**src/rtl/core_fetch.sv**
```systemverilog
// Instruction fetch front end: issues one word read at a time, buffers returned
// words with their halfword PCs in a prefetch FIFO, and flushes on every redirect.
module core_fetch #(
   parameter int DEPTH = 4
) (
   input  logic        clk,
   input  logic        rst_n,
   input  logic        branch,
   input  logic [30:0] target,
   input  logic        stall,
   output logic        mem_start,
   output logic [29:0] mem_addr,
   input  logic        mem_ready,
   input  logic [31:0] mem_data,
   output logic [31:0] insn,
   output logic [30:0] insn_pc,
   output logic        insn_valid
);

   localparam int AW = $clog2(DEPTH);
   localparam logic [AW:0]   FULL    = (AW+1)'(DEPTH);
   localparam logic [AW:0]   CNT_ONE = (AW+1)'(1);
   localparam logic [AW-1:0] PTR_ONE = AW'(1);

   typedef enum logic [1:0] {
      S_HALT    = 2'd0,
      S_FETCH   = 2'd1,
      S_WAIT    = 2'd2,
      S_DISCARD = 2'd3
   } state_t;

   state_t        state_q, state_d;
   logic [30:0]   pc_q, pc_d, redirect_pc;
   logic [AW:0]   count_q;
   logic [AW-1:0] wr_ptr_q, rd_ptr_q;
   logic [62:0]   fifo_mem [DEPTH];
   logic          push, pop;

   // Word fetch: the halfword bit of a redirect target is dropped on purpose.
   logic unused_target_lsb;
   assign unused_target_lsb = target[0];

   // Handshakes: mem_start is a one-cycle request, answered by at most one
   // mem_ready no earlier than the next cycle; decode takes the FIFO head in
   // every cycle where insn_valid is high and stall is low.
   assign redirect_pc = {target[30:1], 1'b0};
   assign mem_addr    = pc_q[30:1];
   assign insn_valid  = (count_q != '0) && !branch;
   assign pop         = insn_valid && !stall;
   assign {insn, insn_pc} = fifo_mem[rd_ptr_q];

   always_comb begin
      state_d   = state_q;
      pc_d      = pc_q;
      mem_start = 1'b0;
      push      = 1'b0;
      case (state_q)
         S_HALT: begin
            if (branch) begin
               pc_d    = redirect_pc;
               state_d = S_FETCH;
            end
         end
         S_FETCH: begin
            if (branch) begin
               pc_d = redirect_pc;
            end else if (count_q < FULL) begin
               mem_start = 1'b1;
               state_d   = S_WAIT;
            end
         end
         S_WAIT: begin
            // A redirect racing the reply drops the word; otherwise the read is still owed.
            if (branch) begin
               pc_d    = redirect_pc;
               state_d = mem_ready ? S_FETCH : S_DISCARD;
            end else if (mem_ready) begin
               push    = 1'b1;
               pc_d    = pc_q + 31'd2;
               state_d = S_FETCH;
            end
         end
         S_DISCARD: begin
            if (branch) pc_d = redirect_pc;
            if (mem_ready) state_d = S_FETCH;
         end
         default: state_d = S_HALT;
      endcase
   end

   always_ff @(posedge clk or negedge rst_n) begin
      if (!rst_n) begin
         state_q <= S_HALT;
         pc_q    <= '0;
      end else begin
         state_q <= state_d;
         pc_q    <= pc_d;
      end
   end

   always_ff @(posedge clk or negedge rst_n) begin
      if (!rst_n) begin
         count_q  <= '0;
         wr_ptr_q <= '0;
         rd_ptr_q <= '0;
      end else if (branch) begin
         count_q  <= '0;
         wr_ptr_q <= '0;
         rd_ptr_q <= '0;
      end else begin
         if (push) wr_ptr_q <= wr_ptr_q + PTR_ONE;
         if (pop)  rd_ptr_q <= rd_ptr_q + PTR_ONE;
         if (push && !pop)      count_q <= count_q + CNT_ONE;
         else if (!push && pop) count_q <= count_q - CNT_ONE;
      end
   end

   always_ff @(posedge clk) begin
      if (push) fifo_mem[wr_ptr_q] <= {mem_data, pc_q};
   end

endmodule

```
**config.mk**
```make
export PLATFORM = sky130hd
export DESIGN_NAME = core_fetch
export DESIGN_NICKNAME = d
export VERILOG_FILES = /design/src/rtl/core_fetch.sv
export SDC_FILE = /design/constraint.sdc
export NUM_CORES = 1
export LEC_CHECK = 0
export CAP_MARGIN = 40
export CORE_MARGIN = 2
export CORE_UTILIZATION = 52
export CTS_CLUSTER_DIAMETER = 40
export DETAILED_ROUTE_END_ITERATION = 10
export GPL_ROUTABILITY_DRIVEN = 0
export PLACE_DENSITY = 0.87
export SLEW_MARGIN = 20
export SYNTH_ARGS = -nofsm -noshare
export SYNTH_HDL_FRONTEND = slang
export SYNTH_SLANG_ARGS = --single-unit
```
**constraint.sdc**
```tcl
create_clock -name clk -period 3.8 [get_ports clk]
set_input_delay 0.76 -clock clk [delete_from_list [all_inputs] [get_ports clk]]
set_output_delay 0.76 -clock clk [all_outputs]
set_load 0.01 [all_outputs]
```
Yosys cells after proc, flatten, opt, wreduce, memory -nomap -nowiden:

Memories as Yosys holds them, arrays and structs flattened.
Cells that the tools add are included.

* add/sub/neg operators: 5
* $lt $le $gt $ge: 1
* equality and inequality tests: 8
* muxes and demuxes: 26
* reduce and logical (&&, ||, !) cells: 16

Operators with widths (number)
* $mux 31: 3
* $pmux 31 s2: 1
* $add 31x2->31 const B: 1
* $mux 2: 10
* $mux 3: 3
* $mux 1: 8
* $pmux 2 s4: 1
* $ne 2x2->1 const B: 3
* $reduce_bool 3->1: 2
* $add 2x1->2 const B: 2
* $eq 2x2->1 const B: 2
* $logic_and 1x1->1: 4
* $logic_not 1->1: 4
* $reduce_bool 2->1: 2
* $add 3x1->3 const B: 1
* $lt 3x3->1 const B: 1
* $ne 3x3->1 const B: 1
* $reduce_and 3->1: 1
* $reduce_or 3->1: 1
* $sub 3x1->3 const B: 1
* $eq 2x1->1 const B: 1
* $logic_not 2->1: 1
* $ne 2x1->1 const B: 1
* $reduce_and 2->1: 1

* register bits after elaboration: 40
* RAM bits: 252
* input bits: 68
* output and inout bits: 95
* word-level logic and storage cells: 62
* memories: 1

Memories
* fifo_mem: depth 4, width 63, rd ports 1, clocked after memory_dff 0, wr ports 1, RTL line 36 `logic [62:0] fifo_mem [DEPTH];`

Depth between registers and ports, before layout:

* word-level depth: 8
* gate-level depth with buffers: 9
* gate-level depth less buffers: 8

Least setup slack after synthesis:

No wires, ideal clock.

* path type: input to register
* start point: input port branch
* end point: memory fifo_mem[1][10], enable pin
* library setup time: 427 ps
* data arrival time: 3046 ps
* required time: 3373 ps
* path slack: 327 ps
* stages on the path: 4
* buffers on the path: 2
* cell sequence: buf_2 nor3b_2 clkbuf_1 and3_1

* longest elaborated chain between the ends: 4

Ends and longest elaborated chain
* from (decl): RTL line 8 `input logic branch,`
* $mux 1: RTL line 74 `if (branch) begin`
* $mux 1: RTL line 57 `case (state_q)`
* $mux 1: RTL line 119 `if (push) fifo_mem[wr_ptr_q] <= {mem_data, pc_q};`
* $mux 1 (not written as such): RTL line 119
* to (decl): RTL line 36

Every way passes these cells.

Worst setup path after layout:

* start point: register rd_ptr_q[0]
* end point: output port insn_pc[20]

* longest elaborated chain between the ends: 1

Ends and longest elaborated chain
* from (decl): RTL line 35 `logic [AW-1:0] wr_ptr_q, rd_ptr_q;`
* from (signal assigned): RTL line 112 `if (pop) rd_ptr_q <= rd_ptr_q + PTR_ONE;`
* $mem_v2 4x63
* to (decl): RTL line 16 `output logic [30:0] insn_pc,`

Every way passes these cells.

==> flow_metrics.env <==
export IMPL_outcome="completed"
export IMPL_insertion_delay_ps=500
export IMPL_gr_usage_all_layers=0.221
export IMPL_numCtsBuffers=36
export IMPL_initial_utilization=0.534
export IMPL_setup_ws_ps=281
export IMPL_seqCellArea_um2=8430
export IMPL_first_pass_iters=5
export IMPL_ctsResizeCount=0
export IMPL_cts_buffer_depth=3
export IMPL_crit_family="flip-flops"
export IMPL_r2r_slack_ps=1280
export IMPL_cp_max_fo=31
export IMPL_synth_fp_nets=669
export IMPL_fin_nets=854
export IMPL_h_tree_depth=2
export IMPL_cp_end_kind="output port"
export IMPL_ir_worst_vdd_v=0.000300
export IMPL_drt_wl_total_mm=24.8
export IMPL_cp_num_buf_inv=2
export IMPL_die_h_um=151
export IMPL_dr_total_vias=6396
export IMPL_fillers=1293
export IMPL_synth_common_cells="edfxtp_1, mux4_2, dfrtp_1, nand2_1, nor2_1"
export IMPL_start_kind="register"
export IMPL_antenna_found_initial=0
export IMPL_worstMarginPinSlew_ps=666
export IMPL_clkSinkCount=287
export IMPL_rsz0062_at_grt="false"
export IMPL_seq_area_frac_synth=0.745
export IMPL_multi_input_area_um2=2740
export IMPL_dieArea_um2=22900
export IMPL_synth_most_common_cell="edfxtp_1"
export IMPL_stdcell_count=1080
export IMPL_tns_ps=0
export IMPL_core_area_um2=21200
export IMPL_maxCapViolations=0
export IMPL_synth_avg_cell_area_um2=19.0
export IMPL_hold_viol=0
export IMPL_max_freq_mhz=284
export IMPL_path_cells="buf_12, mux4_2, clkdlybuf4s50_1"
export IMPL_ys_types=54
export IMPL_slowest_stage="dfrtp_4"
export IMPL_synth_top_area_share=0.659
export IMPL_grt_pass1_wl_mm=37.8
export IMPL_drtIter0Drc=645
export IMPL_drcViolationCount=0
export IMPL_area_growth_pct=28.5
export IMPL_layout_drive_gt1_share=0.190
export IMPL_cts_tree="yes"
export IMPL_ys_dominant_reg_cell="edfxtp_1"
export IMPL_syn_area_um2=11300
export IMPL_grt_max_degree=43
export IMPL_setup_violations=0
export IMPL_cts_hold_buf=0
export IMPL_postCtsSetupBuffers=0
export IMPL_portBuffers=160
export IMPL_yosys_top_cells_area="edfxtp_1, mux4_2, dfrtp_1"
export IMPL_post_route_period_util=0.926
export IMPL_drv_slew=0
export IMPL_yosys_area_top_type="edfxtp_1"
export IMPL_synthArstFlopShare=0.136
export IMPL_root_buffer="clkbuf_16"
export IMPL_clock_skew_ps=14.3
export IMPL_dp_slack_ps=720
export IMPL_drt_antenna_violating_nets=0
export IMPL_grt_pass1_vias=6648
export IMPL_hold_class="in -> async"
export IMPL_dp_cells=1017
export IMPL_path_clk_slew_ps=60
export IMPL_cp_arrival_ps=2760
export IMPL_period_minus_slack_ps=3520
export IMPL_wl_per_cell_um=22.9
export IMPL_io_pins=163
export IMPL_rows=53
export IMPL_cellPowerDensity_nw_per_um2=587
export IMPL_max_stage_delay_ps=870
export IMPL_cp_required_ps=3040
export IMPL_power_total_mw=8.53
export IMPL_insertedDiodeCount=0
export IMPL_hold_slack_ps=236
export IMPL_detailed_place_hpwl_mm=15.7
export IMPL_die_w_um=151
export IMPL_path_class="reg -> out"
export IMPL_grt_remaining_overflow=0
export IMPL_relSlewSlack=0.556
export IMPL_p_leak_nw=4.78
export IMPL_via_per_inst=5.92
export IMPL_yosys_warnings=0
export IMPL_synth_edf_count=248
export IMPL_syn_instance_count=595
export IMPL_ys_ff_latch=287
## where the power goes
group	switching, mW	internal (mW)	leakage, nW	total [mW]
clock network	1.25	2.01	0.560	3.26
registers	0.246	3.60	2.69	3.85
logic	0.608	0.819	1.53	1.43
total	2.10	6.43	4.78	8.53
## metrics by stage
| step | instance area [µm²] | utilization |
|---|---|---|
| 5_1_grt | 14500 | 0.687 |
| 3_3_place_gp | 13300 | 0.631 |
| 4_1_cts | 14500 | 0.687 |
| 2_1_floorplan | 11300 | - |
| 3_5_place_dp | 13400 | 0.632 |
| 6_report | 14500 | 0.687 |
## worst paths after layout
kind,end,start,depth (start not counted)
max in group asynchronous,pc_q[3],rst_n,2
max reg2reg,pc_q[19],pc_q[1],6
min reg2reg,wr_ptr_q[0],wr_ptr_q[0],2
min,rd_ptr_q[1],rst_n,1
max,insn_pc[20],rd_ptr_q[0],3
min in group clk,wr_ptr_q[0],wr_ptr_q[0],2
## cell type report
type | count | share of cell area
clock inverter | 19 | 0.0140
clock buffer | 44 | 0.0656
multi-input combinational | 270 | 0.189
sequential | 287 | 0.580
timing repair buffer | 178 | 0.126
tap | 275 | 0.0237
inverter | 7 | 0.00181
## cells in the final DEF (no fill, tap or decap), types with 4 or more instances in the layout
cell             Yosys  routed
edfxtp_1           248     248
clkdlybuf4s50_1      0     159
mux4_2              62      62
clkbuf_16            0      37
dfrtp_1             39      37
nand2_1             31      31
nor2_1              25      25
a21oi_1             21      21
o21ai_0             21      21
nand3_1             11      11
buf_4                2      11
xnor2_1              8       8
inv_1                7       7
clkbuf_1            17       7
and3_1              10       6
nor4_1               6       6
buf_12               0       6
and3_4               1       5
a211oi_1             5       5
xor2_1               5       5
nand4_1              5       5
ha_1                 5       5
nor3_1               4       4
mux2i_1              4       4
a31oi_1              4       4
inv_6                0       4
## sequential cells by signal, summed over array words and instances, names as in the netlist
register	count
rd_ptr_q	2
count_q	3
pc_q	30
wr_ptr_q	2
fifo_mem	248
state_q	2
## per-layer routing
metal  vias to the layer above  track usage  routed length [µm]
met2                       302        0.375               12700
met1                      3261        0.297                9720
met3                        36       0.0437                1880
met5                         -            0                   0
li1                       2797            -                   -
met4                         0       0.0598                 484
## kinds of logic (layout without fill, tap and decap cells)
group,after synthesis,count (layout),synth area share
other cells,1,1,0.000332
mux,67,67,0.128
xor+xnor,13,13,0.0101
buf+inv,38,248,0.0145
fa+ha+maj,6,6,0.00731
flops,287,287,0.745
compound gates,70,70,0.0384
simple gates,113,113,0.0560
Note: power is estimated with default switching activity, not from simulation.
